$ cat src/rtl/flood_pkg.sv
// Shared constants for the Flood-It board: LED-bar state encoding and the
// legal colour-count range used by both the game FSM and the LED driver.
package flood_pkg;

  // LED-bar animation states
  typedef enum logic [1:0] {
    ST_STEADY = 2'd0,
    ST_BLINK  = 2'd1,
    ST_SWEEP  = 2'd2,
    ST_FLASH  = 2'd3
  } bar_state_e;

  // Legal range of selectable colour counts
  localparam int COLOUR_MIN = 3;
  localparam int COLOUR_MAX = 8;

endpackage

$ cat src/rtl/tick_gen.sv
// Animation prescaler: pulses tick for one cycle every TICK_DIV clocks.
// clr restarts the count so the first tick after a clear lands TICK_DIV
// cycles later.
module tick_gen #(
  parameter int TICK_DIV = 25_000_000
) (
  input  logic clk,
  input  logic rst,
  input  logic clr,
  output logic tick
);

  localparam int CNT_W = $clog2(TICK_DIV);
  localparam logic [CNT_W-1:0] CNT_LAST = CNT_W'(TICK_DIV - 1);

  logic [CNT_W-1:0] cnt_q;
  logic [CNT_W-1:0] cnt_d;

  // Next count: clear has priority, otherwise wrap at the last count
  always_comb begin
    cnt_d = cnt_q + 1'b1;
    if (clr || (cnt_q == CNT_LAST)) begin
      cnt_d = '0;
    end
  end

  // Prescaler register
  always_ff @(posedge clk or posedge rst) begin
    if (rst) begin
      cnt_q <= '0;
    end else begin
      cnt_q <= cnt_d;
    end
  end

  assign tick = (cnt_q == CNT_LAST);

endmodule

$ cat src/rtl/led_bar_ctrl.sv
// LED-bar driver: thermometer display of the colour count, blink on count
// change, chaser sweep on win and full-bar flash on lose. All outputs are
// registered so the pins see state/value one cycle later.
module led_bar_ctrl
  import flood_pkg::*;
#(
  parameter int NUM_LEDS   = 16,
  parameter int VAL_W      = 4,
  parameter int MIN_VAL    = COLOUR_MIN,
  parameter int MAX_VAL    = COLOUR_MAX,
  parameter int TICK_DIV   = 25_000_000,
  parameter int BLINK_HALF = 6,
  parameter int SWEEP_LAPS = 2,
  parameter int FLASH_HALF = 8
) (
  input  logic                clk,
  input  logic                rst,
  input  logic [VAL_W-1:0]    value,
  input  logic                win,
  input  logic                lose,
  output logic                busy,
  output logic [NUM_LEDS-1:0] led
);

  // Half-period counter is shared by blink and flash
  localparam int H_LIM = (BLINK_HALF > FLASH_HALF) ? BLINK_HALF : FLASH_HALF;
  localparam int H_W   = (H_LIM > 1) ? $clog2(H_LIM) : 1;
  localparam int P_W   = (NUM_LEDS > 1) ? $clog2(NUM_LEDS) : 1;
  localparam int LAP_W = (SWEEP_LAPS > 1) ? $clog2(SWEEP_LAPS) : 1;

  localparam logic [H_W-1:0]      BLINK_LAST = H_W'(BLINK_HALF - 1);
  localparam logic [H_W-1:0]      FLASH_LAST = H_W'(FLASH_HALF - 1);
  localparam logic [P_W-1:0]      P_LAST     = P_W'(NUM_LEDS - 1);
  localparam logic [LAP_W-1:0]    LAP_LAST   = LAP_W'(SWEEP_LAPS - 1);
  localparam logic [NUM_LEDS-1:0] LED_ONE    = NUM_LEDS'(1);

  bar_state_e          state_q, state_d;
  logic [H_W-1:0]      h_q, h_d;
  logic [P_W-1:0]      p_q, p_d;
  logic [LAP_W-1:0]    lap_q, lap_d;
  logic [VAL_W-1:0]    value_q;
  logic [NUM_LEDS-1:0] led_q, led_d;
  logic                busy_q, busy_d;
  logic                enter;
  logic                tick;
  logic                change;

  // Thermometer code; out-of-range counts show the full legal range
  function automatic logic [NUM_LEDS-1:0] bar(input logic [VAL_W-1:0] v);
    int n;
    int vi;
    vi = int'(v);
    n  = ((vi >= MIN_VAL) && (vi <= MAX_VAL)) ? vi : MAX_VAL;
    bar = '0;
    for (int i = 0; i < NUM_LEDS; i++) begin
      bar[i] = (i < n);
    end
  endfunction

  tick_gen #(
    .TICK_DIV(TICK_DIV)
  ) u_tick (
    .clk (clk),
    .rst (rst),
    .clr (enter),
    .tick(tick)
  );

  assign change = (value_q != value);

  // Next state and counters; any (re)entry zeroes the counters and prescaler
  always_comb begin
    state_d = state_q;
    h_d     = h_q;
    p_d     = p_q;
    lap_d   = lap_q;
    enter   = 1'b0;
    unique case (state_q)
      ST_STEADY: begin
        if (win) begin
          state_d = ST_SWEEP;
          enter   = 1'b1;
        end else if (lose) begin
          state_d = ST_FLASH;
          enter   = 1'b1;
        end else if (change) begin
          state_d = ST_BLINK;
          enter   = 1'b1;
        end
      end
      ST_BLINK: begin
        if (win) begin
          state_d = ST_SWEEP;
          enter   = 1'b1;
        end else if (lose) begin
          state_d = ST_FLASH;
          enter   = 1'b1;
        end else if (change) begin
          enter = 1'b1;
        end else if (tick) begin
          if (h_q == BLINK_LAST) begin
            state_d = ST_STEADY;
            enter   = 1'b1;
          end else begin
            h_d = h_q + 1'b1;
          end
        end
      end
      ST_SWEEP: begin
        if (win) begin
          enter = 1'b1;
        end else if (tick) begin
          if (p_q == P_LAST) begin
            p_d = '0;
            if (lap_q == LAP_LAST) begin
              state_d = ST_STEADY;
              enter   = 1'b1;
            end else begin
              lap_d = lap_q + 1'b1;
            end
          end else begin
            p_d = p_q + 1'b1;
          end
        end
      end
      ST_FLASH: begin
        if (win) begin
          state_d = ST_SWEEP;
          enter   = 1'b1;
        end else if (lose) begin
          enter = 1'b1;
        end else if (tick) begin
          if (h_q == FLASH_LAST) begin
            state_d = ST_STEADY;
            enter   = 1'b1;
          end else begin
            h_d = h_q + 1'b1;
          end
        end
      end
      default: begin
        state_d = ST_STEADY;
        enter   = 1'b1;
      end
    endcase
    if (enter) begin
      h_d   = '0;
      p_d   = '0;
      lap_d = '0;
    end
  end

  // LED pattern and busy flag for the current state, registered below
  always_comb begin
    led_d  = '0;
    busy_d = (state_q != ST_STEADY);
    unique case (state_q)
      ST_STEADY: led_d = bar(value);
      ST_BLINK:  led_d = h_q[0] ? '0 : bar(value);
      ST_SWEEP:  led_d = LED_ONE << p_q;
      ST_FLASH:  led_d = h_q[0] ? '0 : '1;
      default:   led_d = '0;
    endcase
  end

  // State, counters, value tracking and output registers
  always_ff @(posedge clk or posedge rst) begin
    if (rst) begin
      state_q <= ST_STEADY;
      h_q     <= '0;
      p_q     <= '0;
      lap_q   <= '0;
      value_q <= '0;
      led_q   <= '0;
      busy_q  <= 1'b0;
    end else begin
      state_q <= state_d;
      h_q     <= h_d;
      p_q     <= p_d;
      lap_q   <= lap_d;
      value_q <= value;
      led_q   <= led_d;
      busy_q  <= busy_d;
    end
  end

  assign led  = led_q;
  assign busy = busy_q;

endmodule

$ cat config.mk
export PLATFORM = sky130hd
export DESIGN_NAME = led_bar_ctrl
export DESIGN_NICKNAME = d
export VERILOG_FILES = /design/src/rtl/flood_pkg.sv /design/src/rtl/tick_gen.sv /design/src/rtl/led_bar_ctrl.sv
export SDC_FILE = /design/constraint.sdc
export NUM_CORES = 1
export LEC_CHECK = 0
export CAP_MARGIN = 15
export CORE_UTILIZATION = 52
export DETAILED_ROUTE_END_ITERATION = 10
export MAX_ROUTING_LAYER = met4
export PLACE_DENSITY = 0.73
export SLEW_MARGIN = 20
export SYNTH_ARGS = -nofsm -noshare
export SYNTH_HDL_FRONTEND = slang
export SYNTH_SLANG_ARGS = --single-unit
$ cat constraint.sdc
create_clock -name clk -period 4.2 [get_ports clk]
set_input_delay 1.05 -clock clk [delete_from_list [all_inputs] [get_ports clk]]
set_output_delay 1.05 -clock clk [all_outputs]
set_load 0.05 [all_outputs]
==> results of run 1 <==
synthesized netlist by cell type, types with 3 or more instances:
cell type	number	share of area
o21ai_0	3	0.0053
dfrtp_1	56	0.49
nand3_1	15	0.026
and3_1	6	0.013
ha_1	10	0.044
nor2b_1	3	0.0066
inv_1	10	0.013
xor2_1	17	0.052
nand2_1	27	0.036
nand2b_1	6	0.013
a21oi_1	9	0.016
a221oi_1	6	0.018
buf_2	6	0.011
nor3_1	6	0.011
xnor2_1	13	0.040
clkbuf_1	3	0.0040
a21boi_0	8	0.021
nand4_1	3	0.0066
nor2_1	37	0.049
and2_1	4	0.0088
metal layers:
layer  wire, µm  up-vias  part of all wire
li1           -      994                 -
met1       2244      935              0.44
met2       2619       29              0.52
met3        119       10             0.023
met4         96        0             0.019
met5          0        -                 0
power by group through the flow:
stage,clock [µW],combinational (µW),sequential [µW]
5_1_grt,379,48.5,548
2_1_floorplan,0,27.4,557
3_5_place_dp,0,44.1,558
3_3_place_gp,0,43.4,558
4_1_cts,350,44.4,547
6_report,342,42.6,547
state kept, by name (all words and copies together), names as in the netlist:
name          count
busy              1
h_q               3
lap_q             1
led              16
p_q               4
state_q           2
u_tick.cnt_q     25
value_q           4
area by class of cell:
| class | count | area, µm² |
|---|---|---|
| Timing Repair Buffer | 25 | 247.7 |
| Fill cell | 435 | 1954 |
| Clock inverter | 2 | 35.03 |
| Multi-Input combinational cell | 204 | 1369 |
| Clock buffer | 6 | 72.57 |
| Sequential cell | 56 | 1401 |
| Tap cell | 70 | 87.58 |
| Inverter | 10 | 37.54 |
worst max path at each step:
stage / cells past startpoint / endpoint / startpoint
2_1_floorplan: 1 / busy$_DFF_PP0_ / rst
3_5_place_dp: 7 / h_q[1]$_DFFE_PP0P_ / value[1]
3_3_place_gp: 7 / h_q[1]$_DFFE_PP0P_ / value[1]
5_1_grt: 7 / h_q[1]$_DFFE_PP0P_ / value[1]
4_1_cts: 7 / h_q[1]$_DFFE_PP0P_ / value[1]
6_report: 7 / h_q[1]$_DFFE_PP0P_ / value[1]
cells by family (layout without fill, tap and decap cells):
group | count (synthesis) | count (layout)
flip-flops | 56 | 56
adder cells (fa/ha/maj) | 10 | 10
buffers and inverters | 19 | 43
multiplexers | 1 | 1
AND/OR/NAND/NOR | 127 | 127
AO/OA/AOI/OAI | 36 | 36
XOR/XNOR | 30 | 30
critical path, stage by stage:
cell             delay (ps)
clkdlybuf4s50_1         470
xor2_1                  190
nor4_4                  340
a22oi_1                 160
a211o_1                 460
o21bai_4                270
a211oi_2                180
per-stage QoR:
step	total power [µW]	instance area, µm²	worst slack, ps	std cells
floorplan	584.0	2849	1779	279
global placement	600.9	3143	1061	365
detailed placement	601.7	3143	997.5	365
CTS	941.7	3251	1284	373
global route	975.2	3251	1176	373
finish	931.4	3251	1299	373
==> summary.txt, run 1 <==
Floorplan
  – DIE HEIGHT: ~76 µm
  – Core region area: 5205 µm²
  – Die ar.: 5779 µm²
  – Total I/O pin count: 25
  – FP Rows: 26
  – Initial Util: 0.5474
  – Die X: 76.02 µm

GRT
  – Met3 usage: 0.03713
  – Met2 Use GR: 0.3400
  – Initial antenna violation count: 0
  – GRT Max-Usage Layer: met2
  – Grt total ovfl: 0
  – Met1 usage: 0.2398
  – First-pass GRT wire length: around 9000 µm
  – Largest net degree at the start of global routing: 36
  – Total GRT Usage: 0.1997
  – Vias in the first global route: 1910

Critical path
  – CP Capture Type: register
  – Register-to-register setup slack: 1920 ps
  – RR Endpoint: p_q[0]$_DFFE_PP0P_
  – Reg2Reg Launch Point: state_q[1]$_DFFE_PP0P_
  – Critical path class: in -> reg
  – Worst reg-to-reg path cell count: 4
  – Setup crit start kind: primary input
  – CP arrival: roughly 3100 ps
  – Critical path fanouts, max: 15
  – CP required: 4420 ps

Logic synthesis
  – Simple-gate portion of the synthesized area: 0.2486
  – Post-synth EDFFs: 0
  – Mux contribution to synthesized area: 0.003513
  – Most used DFF post-synth: dfrtp_1
  – Yosys Warn Count: 0
  – Combinational family with the most area after synthesis: simple AND/OR/NAND/NOR gates
  – XOR/XNOR Fraction of Synth Area: 0.09223
  – Asr flop ratio synth: 1.000
  – Post-Syn Instances: between 200 and 300
  – Post-synthesis sequential area ratio: 0.4919
  – Syn avg cell area: 10.21 µm²
  – Compound-Gate Fraction of Synth Area: 0.09223
  – Post-synthesis adder-cell area fraction: 0.04392
  – Syn Std Cell Area: between 2000 and 3000 µm²
  – Library cells used by synthesis: 43
  – Syn_nets: 297
  – Flops & latches, synth: 56

Clock network
  – Hold-fix buffers at CTS: 0
  – Clk root buf: clkbuf_8
  – Num CTS Buffers: 5
  – Bufs on Longest Clock Path: 2
  – PostCTS Resize Cnt: 0
  – Postcts setup bufs: 0
  – Htree depth: 2
  – Sink Count: 56
  – CTS tree: done
  – CTS clock-pin slew for the worst setup and hold paths: roughly 90 ps
  – Worst skew pair latency: 310 ps

Drt
  – DRT antenna net count: 0
  – Via count: 1968
  – Post-route DRC: 0
  – Via-per-instance ratio: 5.276
  – DR pass1 iterations: 4
  – Routed WL: 5079 µm
  – Routed WL per cell: 13.62 µm
  – DR iter-0 viols: around 120

Power
  – Comb power frac: 0.046
  – Pint: 735.2 µW
  – Worst VDD drop: 0.1958 mV
  – Power share of the clock group: 0.367
  – Switching power total: slightly below 200 µW
  – Seq pwr share: 0.587
  – Power per cell area: 286.5 nW/µm²
  – Sw Ratio: 0.2107
  – Leakage: 0.001410 µW

Final layout
  – Diodes inserted: 0
  – Fraction of layout cells with a size suffix above 1: 0.07591
  – Area Overhead vs Synth: 14.10%
  – Most common cell after layout, fill and taps aside: dfrtp_1
  – Final Net Count: 320
  – Final Util: 0.6245
  – Most frequent cells in the layout: 56 x dfrtp_1, 37 x nor2_1, 27 x nand2_1

Placement
  – GP Congestion: ~0.84
  – Post-DP HPWL: 3673 µm
  – Port Buffer Count: 24

Worst hold path
  – Worst Hold Launch: u_tick.cnt_q[0]$_DFF_PP0_
  – WHS Path Cells: 1
  – Hold Path Sink: u_tick.cnt_q[0]$_DFF_PP0_
  – Hold Crit Class: reg -> reg

STA
  – Hold slack: 530.4 ps
  – Fmax: 344.7 MHz
  – Final Cycle Share: 0.6907
  – Relative slew slack: 0.4705
  – Worst Tran Pin Value: 792.6 ps
  – Setup TNS: 0 ps
  – Unrepaired setup endpoints after global routing: no
  – Slew Limit Fails: 0
  – Hold Fails Final Rpt: 0
  – Clock Skew: 6.930 ps
  – Final Setup Violations: 0
  – Post-route minimum period: approximately 2900 ps

Run
  – Max_cap viols: 0

Run status
  – Outcome: completed
Power figures use the tool's default switching activity.
==> inputs of run 2 (changes only) <==
--- a/config.mk
+++ b/config.mk
@@ -9,7 +9,7 @@
 export CORE_UTILIZATION = 52
 export DETAILED_ROUTE_END_ITERATION = 10
 export MAX_ROUTING_LAYER = met4
-export PLACE_DENSITY = 0.73
+export PLACE_DENSITY = 0.76
 export SLEW_MARGIN = 20
 export SYNTH_ARGS = -nofsm -noshare
 export SYNTH_HDL_FRONTEND = slang
==> constraint.sdc (replaced) <==
create_clock -name clk -period 2.5 [get_ports clk]
set_input_delay 0.625 -clock clk [delete_from_list [all_inputs] [get_ports clk]]
set_output_delay 0.625 -clock clk [all_outputs]
set_load 0.05 [all_outputs]
==> run 2 against run 1 <==
Sequential share of layout area is 0.52 points lower. Critical path depth stayed put. Global-route usage hardly changed. Final cell count is 2.1% higher. Largest cell class unchanged. Largest power group unchanged.
==> summary.txt, run 2 (synthesis gave the netlist of run 1 again) <==
Run status
  – Outcome: completed

GRT
  – Vias in the first global route: 2107
  – Initial antenna violation count: 0
  – Largest net degree at the start of global routing: 30
  – Grt total ovfl: 0
  – Total GRT Usage: 0.2001
  – First-pass GRT wire length: 9045 µm

Clock network
  – Hold-fix buffers at CTS: 0
  – Htree depth: 2
  – PostCTS Resize Cnt: 0
  – Worst skew pair latency: 310 ps
  – CTS tree: done
  – Bufs on Longest Clock Path: 2
  – CTS clock-pin slew for the worst setup and hold paths: 100 ps
  – Postcts setup bufs: 0
  – Num CTS Buffers: 5
  – Sink Count: 56
  – Clk root buf: clkbuf_8

STA
  – Worst Tran Pin Value: 610.3 ps
  – Slew Limit Fails: 0
  – Setup TNS: 0 ps
  – Unrepaired setup endpoints after global routing: no
  – Fmax: 476.2 MHz
  – Final Cycle Share: 0.8400
  – Post-route minimum period: 2100 ps
  – Relative slew slack: 0.5925
  – Hold Fails Final Rpt: 0
  – Hold slack: between 500 and 600 ps
  – Final Setup Violations: 0
  – Clock Skew: 8.303 ps

Power
  – Sw Ratio: 0.2327
  – Worst VDD drop: 0.2488 mV
  – Switching power total: 345.7 µW
  – Power per cell area: 451.4 nW/µm²
  – Total power: around 1500 µW
  – Comb power frac: 0.053
  – Power share of the clock group: 0.328
  – Seq pwr share: 0.619
  – Pint: 1140 µW
  – Leakage: 0.001439 µW

Final layout
  – Most frequent cells in the layout: 56 x dfrtp_1, 37 x nor2_1, 27 x nand2_1
  – Diodes inserted: 0
  – Fraction of layout cells with a size suffix above 1: 0.1029
  – Largest register FFs: 25
  – Most common cell after layout, fill and taps aside: dfrtp_1
  – Final Util: 0.6322
  – Final Net Count: about 330
  – Largest register by flop count: u_tick.cnt_q
  – Area Overhead vs Synth: 15.50%

Floorplan
  – Die X: approximately 76 µm
  – DIE HEIGHT: 76.02 µm
  – Core region area: 5205 µm²
  – Total I/O pin count: 25
  – Initial Util: 0.5474
  – Die ar.: 5779 µm²
  – FP Rows: 26

Critical path
  – Critical path class: in -> reg
  – CP Capture Type: register
  – Critical path fanouts, max: 3
  – CP required: 2730 ps
  – Setup crit start kind: primary input
  – Reg2Reg Launch Point: u_tick.cnt_q[0]$_DFF_PP0_
  – CP max stage delay: 430 ps
  – Slowest stage cell on the critical path: clkdlybuf4s50_1
  – Crit-path cells: clkdlybuf4s50_1 > xor2_1 > nor4_4 > a22oi_1 > a211o_1 > o21bai_4 > a211oi_2
  – Critical path launch point: value[1]
  – CP arrival: 2330 ps

Placement
  – Port Buffer Count: 24
  – Post-DP HPWL: 3881 µm
  – GP Congestion: 0.8337

Drt
  – Routed WL: 5203 µm
  – Via-per-instance ratio: 5.512
  – DRT antenna net count: 0
  – Post-route DRC: 0
  – Routed WL per cell: 13.66 µm
  – Via count: 2100
  – DR pass1 iterations: 4
  – DR iter-0 viols: 104

Worst hold path
  – Worst Hold Launch: u_tick.cnt_q[0]$_DFF_PP0_
  – Hold Crit Class: reg -> reg

Run
  – Max_cap viols: 0
## run 2: power by group through the flow
stage / sequential (µW) / combinational, µW / clock, µW
after floorplan: 935 / 46.1 / 0
after global placement: 936 / 78.9 / 0
after detailed placement: 937 / 80.8 / 0
after CTS: 919 / 80.8 / 497
after global routing: 920 / 88.6 / 535
final: 919 / 78.7 / 488
## run 2: path summary, 6_finish.rpt
kind	to	slack [ps]	cells after the start
setup / recovery	h_q[1]$_DFFE_PP0P_	400	7
hold / removal	u_tick.cnt_q[0]$_DFF_PP0_	530	1
setup reg to reg	u_tick.cnt_q[22]$_DFF_PP0_	470	7
hold reg to reg	u_tick.cnt_q[0]$_DFF_PP0_	530	1
max in group asynchronous	led[2]$_DFF_PP0_	1170	3
min in group asynchronous	value_q[0]$_DFF_PP0_	710	2
## run 2: stage by stage
step	instance area (µm²)	cells	setup slack [ps]
after global routing	3291	381	284.5
after floorplan	2849	279	503.7
after detailed placement	3203	373	74.16
after global placement	3203	373	91.95
after CTS	3291	381	395.9
final	3291	381	400.1
## run 2: critical path, delay by kind of cell
family / cells / cell delay (ps)
AND/OR/NAND/NOR: 1 / 310
buffers and inverters: 1 / 430
XOR/XNOR: 1 / 180
AO/OA/AOI/OAI: 4 / 770
## run 2: final cells by class
cell class,count,area (µm²)
Fill cell,435,1914
Sequential cell,56,1401
Multi-Input combinational cell,204,1369
Timing Repair Buffer,33,307.8
Tap cell,70,87.58
Clock buffer,5,68.82
Inverter,10,37.54
Clock inverter,3,18.77
## run 2: layer usage
layer	GRT usage	vias to the layer above	wire length [µm]
li1	-	1012	-
met1	0.2203	1016	2190
met2	0.3527	54	2725
met3	0.03832	18	139
met4	0.08846	0	148
met5	-	-	0
==> inputs of run 3 (changes only) <==
--- a/config.mk
+++ b/config.mk
@@ -9,7 +9,7 @@
 export CORE_UTILIZATION = 52
 export DETAILED_ROUTE_END_ITERATION = 10
 export MAX_ROUTING_LAYER = met4
-export PLACE_DENSITY = 0.76
+export PLACE_DENSITY = 0.73
 export SLEW_MARGIN = 20
 export SYNTH_ARGS = -nofsm -noshare
 export SYNTH_HDL_FRONTEND = slang
==> constraint.sdc (replaced) <==
create_clock -name clk -period 1.95 [get_ports clk]
set_input_delay 0.4875 -clock clk [delete_from_list [all_inputs] [get_ports clk]]
set_output_delay 0.4875 -clock clk [all_outputs]
set_load 0.05 [all_outputs]
==> run 3 against run 2 <==
Worst setup slack got worse by 370 ps. Critical path depth fell by 6. Power rose by 31%. Critical path type is now reg -> out. Largest power group unchanged.
==> summary.txt, run 3 (synthesis gave the netlist of run 1 again) <==
Worst hold path
  – Hold Crit Class: in -> reg

STA
  – Post-route minimum period: 1918 ps
  – Relative slew slack: 0.6612
  – Unrepaired setup endpoints after global routing: no
  – Hold slack: roughly 500 ps
  – Worst Tran Pin Value: 507.4 ps
  – Hold Fails Final Rpt: 0
  – Final Setup Violations: 0
  – Final Cycle Share: 0.9834
  – Clock Skew: around 6.6 ps
  – Fmax: 521.5 MHz
  – Slew Limit Fails: 0

Clock network
  – CTS tree: done
  – Worst skew pair latency: 310 ps
  – Num CTS Buffers: 5
  – Bufs on Longest Clock Path: 2
  – CTS clock-pin slew for the worst setup and hold paths: ~90 ps
  – Htree depth: 2
  – Sink Count: 56
  – Clk root buf: clkbuf_8
  – Hold-fix buffers at CTS: 0

Floorplan
  – DIE HEIGHT: ~76 µm
  – FP Rows: 26
  – Core region area: 5205 µm²
  – Die ar.: 5779 µm²
  – Die X: 76.02 µm
  – Total I/O pin count: 25
  – Initial Util: 0.5474

Critical path
  – Slowest stage cell on the critical path: clkdlybuf4s50_1
  – Setup crit start kind: register
  – Critical path class: reg -> out
  – CP max stage delay: 790 ps
  – CP Capture Type: output pin
  – Crit-path cells: clkdlybuf4s50_1
  – Critical path fanouts, max: 1
  – Top cell family by delay on the critical path: buffers and inverters
  – CP required: 1460 ps
  – CP arrival: ~1400 ps
  – WP buf/inv: 1

Final layout
  – Fillers: between 400 and 500
  – Diodes inserted: 0
  – Largest register FFs: 25
  – Fraction of layout cells with a size suffix above 1: 0.1858
  – Final Net Count: 340
  – Final Util: 0.6656
  – Largest register by flop count: u_tick.cnt_q
  – Most common cell after layout, fill and taps aside: dfrtp_1
  – Area Overhead vs Synth: 21.61%
  – Most frequent cells in the layout: 54 x dfrtp_1, 36 x nor2_1, 26 x nand2_1, 26 x buf_4, 15 x nand3_1

Drt
  – DR pass1 iterations: 4
  – Routed WL: 5282 µm
  – DR iter-0 viols: approximately 150
  – Via-per-instance ratio: 5.295
  – Routed WL per cell: 13.44 µm
  – Via count: 2081
  – Post-route DRC: 0
  – DRT antenna net count: 0

Placement
  – Port Buffer Count: 24
  – GP Congestion: 0.8447
  – Post-DP HPWL: 3716 µm

Power
  – Power per cell area: about 560 nW/µm²
  – Worst VDD drop: 0.3886 mV
  – Leakage: approximately 0.0016 µW
  – Total power: 1943 µW

GRT
  – Vias in the first global route: 2054
  – Total GRT Usage: 0.2037
  – Grt total ovfl: 0
  – First-pass GRT wire length: 9114 µm
  – Initial antenna violation count: 0
  – Largest net degree at the start of global routing: 57

Run status
  – Outcome: completed

Run
  – Max_cap viols: 0
-- run 3: cell count changes in the layout (fill, tap and decap cells not counted), moves of 4 or more --
| cell | change |
|---|---|
| buf_4 | +17 |
| clkdlybuf4s50_1 | -13 |
| xor2_2 | +4 |
| xor2_1 | -4 |
| dlymetal6s2s_1 | +7 |
-- run 3: path summary, 6_finish.rpt --
check	slack [ps]	end	startpoint	cells after the start
max reg2reg	130	h_q[2]$_DFFE_PP0P_	u_tick.cnt_q[10]$_DFF_PP0_	6
max	30	led[0]	led[0]$_DFF_PP0_	1
min in group asynchronous	540	value_q[0]$_DFF_PP0_	rst	3
min reg2reg	550	u_tick.cnt_q[4]$_DFF_PP0_	u_tick.cnt_q[4]$_DFF_PP0_	2
min	490	value_q[3]$_DFF_PP0_	value[3]	2
max in group asynchronous	1160	u_tick.cnt_q[10]$_DFF_PP0_	rst	3
-- run 3: cell type report --
class | count | area [µm²] | area share
clock buffers | 8 | 90.09 | 0.02600
well taps | 70 | 87.58 | 0.02528
inverters | 10 | 37.54 | 0.01083
flip-flops and latches | 56 | 1404 | 0.4052
repair buffers | 45 | 412.9 | 0.1192
multi-input cells | 204 | 1433 | 0.4135
-- run 3: per-stage QoR --
stage / TNS [ps] / setup WS [ps] / instances / instance area, µm²
floorplan: 0 / 91.22 / 279 / 2849
global placement: -7195 / -295.8 / 383 / 3276
detailed placement: -8255 / -333.8 / 383 / 3276
CTS: 0 / 2.295 / 391 / 3371
global route: 0 / 0.7206 / 393 / 3465
finish: 0 / 32.43 / 393 / 3465
-- run 3: what timing repair did --
item                                    in CTS  in global routing
hold endpoints to repair                     0                  0
endpoints found under the setup margin       1                 33
buffers inserted                             0                  2
resized for setup                            1                 19
pin swaps                                    0                  5
-- run 3: power by group --
part           internal [µW]  leakage (µW)  switching [µW]
combinational           52.0      0.000818            65.5
clock                    291     0.0000455             355
sequential              1170      0.000752            10.8
total                   1510       0.00162             431
-- run 3: per-layer routing --
layer | global-route usage | wire, µm | vias up
met1 | 0.2395 | 2304 | 1002
met4 | 0.08462 | 119 | 0
met3 | 0.03593 | 142 | 13
met2 | 0.3464 | 2716 | 37
met5 | - | 0 | -
li1 | - | - | 1029
